<file path="src/rtl/fifo_burst_reader.sv">
// fifo_burst_reader: pops a fixed-length burst from a first-word-fall-through
// FIFO and replays it on a registered valid/ready stream. m_last marks the
// final beat, and done pulses one cycle after that beat is accepted.
module fifo_burst_reader #(
  parameter int WIDTH   = 8,
  parameter int MAX_LEN = 16,
  localparam int LW     = $clog2(MAX_LEN) + 1
) (
  input  logic             clk,
  input  logic             rst,
  input  logic             start,
  input  logic [LW-1:0]    len,
  output logic             busy,
  output logic             done,
  output logic             fifo_ren,
  input  logic [WIDTH-1:0] fifo_data,
  input  logic             fifo_valid,
  output logic             m_valid,
  output logic [WIDTH-1:0] m_data,
  output logic             m_last,
  input  logic             m_ready
);

  typedef enum logic [1:0] {
    IDLE  = 2'd0,
    READ  = 2'd1,
    FLUSH = 2'd2
  } state_t;

  state_t          state, state_nxt;
  logic [LW-1:0]   rem, rem_nxt;
  logic [LW-1:0]   len_clamped;
  logic            slot_free;
  logic            accept;
  logic            done_nxt;

  // A request longer than the burst limit is silently trimmed to MAX_LEN.
  assign len_clamped = (len > LW'(MAX_LEN)) ? LW'(MAX_LEN) : len;

  // The output register can take a new word when it is empty or draining now.
  assign slot_free = !m_valid || m_ready;
  assign accept    = m_valid && m_ready;
  assign busy      = (state != IDLE);

  // State and remaining-word counter.
  always_ff @(posedge clk) begin
    if (rst) begin
      state <= IDLE;
      rem   <= '0;
    end else begin
      state <= state_nxt;
      rem   <= rem_nxt;
    end
  end

  // Next-state logic and the combinational FIFO pop. The pop is held off
  // while rst is high so a reset never consumes a word it will then drop.
  always_comb begin
    state_nxt = state;
    rem_nxt   = rem;
    done_nxt  = 1'b0;
    fifo_ren  = !rst && (state == READ) && (rem != '0) && fifo_valid && slot_free;
    case (state)
      IDLE: begin
        if (start) begin
          rem_nxt = len_clamped;
          if (len_clamped == '0) begin
            done_nxt = 1'b1;
          end else begin
            state_nxt = READ;
          end
        end
      end
      READ: begin
        if (fifo_ren) begin
          rem_nxt = rem - 1'b1;
          if (rem == LW'(1)) state_nxt = FLUSH;
        end
      end
      FLUSH: begin
        if (accept && m_last) begin
          state_nxt = IDLE;
          done_nxt  = 1'b1;
        end
      end
      default: state_nxt = IDLE;
    endcase
  end

  // Output beat register: load on pop, clear valid on a bare accept, hold on stall.
  always_ff @(posedge clk) begin
    if (rst) begin
      m_valid <= 1'b0;
      m_data  <= '0;
      m_last  <= 1'b0;
    end else if (fifo_ren) begin
      m_valid <= 1'b1;
      m_data  <= fifo_data;
      m_last  <= (rem == LW'(1));
    end else if (accept) begin
      m_valid <= 1'b0;
    end
  end

  // Completion pulse, registered so it lands the cycle after the triggering edge.
  always_ff @(posedge clk) begin
    if (rst) done <= 1'b0;
    else     done <= done_nxt;
  end

endmodule
</file>
<file path="config.mk">
export PLATFORM = sky130hd
export DESIGN_NAME = fifo_burst_reader
export DESIGN_NICKNAME = d
export VERILOG_FILES = /design/src/rtl/fifo_burst_reader.sv
export SDC_FILE = /design/constraint.sdc
export NUM_CORES = 1
export LEC_CHECK = 0
export BUFFER_PORTS_ARGS = -buffer_cell sky130_fd_sc_hd__buf_4
export CORE_MARGIN = 4
export CORE_UTILIZATION = 52
export CTS_CLUSTER_SIZE = 16
export DETAILED_ROUTE_END_ITERATION = 12
export PLACE_DENSITY_LB_ADDON = 0.15
export RECOVER_POWER = 25
export SLEW_MARGIN = 30
export SYNTH_ARGS = -nofsm -noshare
export SYNTH_HDL_FRONTEND = slang
export SYNTH_SLANG_ARGS = --single-unit
export TNS_END_PERCENT = 10
</file>
<file path="constraint.sdc">
create_clock -name clk -period 4.8 [get_ports clk]
set_input_delay 0.96 -clock clk [delete_from_list [all_inputs] [get_ports clk]]
set_output_delay 0.96 -clock clk [all_outputs]
set_load 0.005 [all_outputs]
</file>
==> summary.txt <==
STA
  – Final min period: 2979 ps
  – Achievable Freq: 0.3356 GHz
  – Final Cycle Share: 0.6207
  – Worst Tran Pin Value: 469.0 ps
  – Clock skew: 1.207 ps
  – Final setup fails: 0
  – Setup tns final: 0 ps
  – Slew HR: 0.6867
  – Final Slew Violations: 0
  – RSZ-0062 raised after global routing: no
  – Fin. Hold Viols: 0

Cells and area
  – Layout cells sized above 1: 0.3106
  – Ant. Diodes: 0
  – Final instance area: 1190 um^2
  – Area Overhead vs Synth: 26.13%
  – Net count, final: 154
  – Fill cells: 151
  – Multi-input logic area: 510.5 um^2
  – Total area of sequential cells: 360.3 um^2

Setup path
  – Crit path capture type: output port
  – Largest delay share family, worst path: simple AND/OR/NAND/NOR gates
  – R2R Setup Slk: 2890 ps
  – Top cell by count, worst path: buf_4
  – R2r startpoint: rem[0]$_SDFFE_PP0P_
  – Crit path capture: fifo_ren
  – WP buf/inv: 3
  – Startpoint types: input port
  – R2R cell count: 6
  – Crit-path cells: buf_4, nor3b_2, nand4_4, inv_1, buf_4
  – Critical Path AT: 2020 ps
  – Worst-path fanout max: 20
  – CP required: 3840 ps
  – WP depth: 5
  – Crit Path Category: input port to output port
  – RR Endpoint: rem[3]$_SDFFE_PP0P_
  – Critical path's slowest cell: nor3b_2
  – Max stage delay on crit path: 320 ps
  – Worst Setup SP: rst

Logic synthesis
  – EDFF count, synth: 0
  – Synth Area in Compound Gates: 0.1684
  – Post-synth top area share: 0.3820
  – Top_reg_cell synth: dfxtp_1
  – Leading cell types by total area after synthesis: dfxtp_1, mux2i_1, nor2_1
  – XOR/XNOR Fraction of Synth Area: 0
  – Mux contribution to synthesized area: 0.08488
  – Synth Area in Simple Gates: 0.2520
  – Post-synthesis sequential area ratio: 0.3820
  – Synth Register Bits: 18
  – Synth Instances: 103
  – Synthesized cell area: 943.4 um^2
  – Synth area leader: dfxtp_1
  – Most frequent cell after synthesis: dfxtp_1
  – Avg Cell Area, Syn: 9.159 um^2
  – Largest family of logic cells by synthesized area: simple AND/OR/NAND/NOR gates
  – Synth Area in Adders: 0.03979
  – Asr flop ratio synth: 0
  – Net Count, Synth: 124
  – Synth warn: 0
  – Top cells by count, synth: dfxtp_1, nor2_1, a21oi_1, mux2i_1, inv_1
  – Cell variety after synth: 36

Global routing
  – Pin count of the biggest net entering global routing: 21
  – First-pass GRT wire length: 3574 um
  – GRT Util Overall: 0.1832
  – Initial antenna violation count: 0
  – GRT overflow: 0
  – Number of global-route vias before repair: 839

Place
  – Dpl cell area: 1157 um^2
  – RePlAce Congestion: 0.8328
  – Hpwl dp: 1610 um
  – I/O Buffers: 30

Status
  – Status: completed

Clock network
  – Setup repair bufs after CTS: 0
  – Sink Count: 18
  – Cts repair resizes: 0
  – CTS Buf Count: 3
  – Longest Clk Path Bufs: 2
  – CTS tree: yes
  – Clk root buf: clkbuf_4
  – Hold Buf Count CTS: 0
  – CTS H-tree depth: 1
  – Worst skew pair latency: 290 ps
  – Clk pin slew, worst setup/hold paths: 100 ps

Routing
  – Post-route ant nets: 0
  – Vias: 848
  – Vias per cell: 5.401
  – DR DRC count: 0
  – DR iter-0 viols: 15
  – Routed wire length: 2089 um
  – Wire per inst: 13.31 um
  – Drt pass-1 iters: 4

Power
  – Peak supply drop: 221.2 uV
  – Leakage: 0.0005515 uW
  – Pwr Density: 304.2 nW/um^2
  – Overall power: 361.9 uW

Floorplanning
  – # IOs: 31
  – Die width: 50.60 um
  – Initial Util: 0.5464
  – Core box area: 1727 um^2
  – Die height: 50.60 um
  – Num rows: 15
  – Full die area: 2560 um^2

Hold path
  – Hold/Removal Path Class: register to register

Job
  – Max-Cap Viols: 0
where the power goes:
group	internal, uW	leakage [uW]	total [uW]	switching, uW
clock network	46.3	0.0000210	94.8	48.5
registers	160	0.000146	170	9.82
logic	46.4	0.000384	97.4	50.9
total	253	0.000552	362	109
cells by family (layout without fill, tap and decap cells):
| kind of cell | count (synthesis) | count (layout) |
|---|---|---|
| buf+inv | 12 | 41 |
| flops | 18 | 18 |
| fa+ha+maj | 3 | 3 |
| compound gates | 24 | 24 |
| simple gates | 38 | 38 |
| mux | 8 | 8 |
worst min-delay path by stage:
stage	start	end	slack [ps]	cells after the start
floorplan	rem[1]$_SDFFE_PP0P_	rem[1]$_SDFFE_PP0P_	450	2
global placement	rem[1]$_SDFFE_PP0P_	rem[1]$_SDFFE_PP0P_	460	2
detailed placement	rem[1]$_SDFFE_PP0P_	rem[1]$_SDFFE_PP0P_	490	2
CTS	rem[1]$_SDFFE_PP0P_	rem[1]$_SDFFE_PP0P_	500	2
global route	rem[1]$_SDFFE_PP0P_	rem[1]$_SDFFE_PP0P_	520	2
finish	rem[1]$_SDFFE_PP0P_	rem[1]$_SDFFE_PP0P_	500	2
layout by cell type, fill, tap and decap left out, types with 3 or more instances in the layout:
cell type / n
a21oi_1: 8
nor3_1: 3
nor2_1: 11
o32ai_1: 3
dfxtp_1: 18
mux2i_1: 8
nand3_1: 4
a31oi_1: 5
clkbuf_4: 9
ha_1: 3
buf_4: 24
inv_1: 7
layout make-up:
type | instances | area share
flip-flops and latches | 18 | 0.3028
repair buffers | 30 | 0.1893
multi-input cells | 73 | 0.4290
inverters | 7 | 0.02208
clock buffers | 4 | 0.03049
well taps | 25 | 0.02629
state kept, by name (all words and copies together), names as in the netlist:
name	cells
m_last	1
done	1
state	2
m_valid	1
m_data	8
rem	5
stage by stage:
step | utilization | std cells | setup slack (ps) | hold WS [ps]
after CTS | 0.6913 | 157 | 1817 | 501.7
final | 0.6891 | 157 | 1821 | 500.6
after floorplan | - | 103 | 2195 | 452.9
after global routing | 0.6891 | 157 | 1707 | 519.4
after global placement | 0.6703 | 153 | 1850 | 461.8
after detailed placement | 0.6703 | 153 | 1817 | 487.5
tightest hold or removal path, stage by stage, from the launching register on:
cell,delay [ps]
dfxtp_1,320
nand3_1,80
a21oi_2,60
routing by layer:
layer | track usage | vias up | wire length [um] | part of all wire
met5 | 0 | - | 0 | 0
met4 | 0.08072 | 0 | 8 | 0.0038
met3 | 0.04748 | 2 | 102 | 0.049
met2 | 0.3109 | 22 | 1031 | 0.49
met1 | 0.2153 | 390 | 946 | 0.45
li1 | - | 434 | - | -
(Power assumes the default switching activity.)
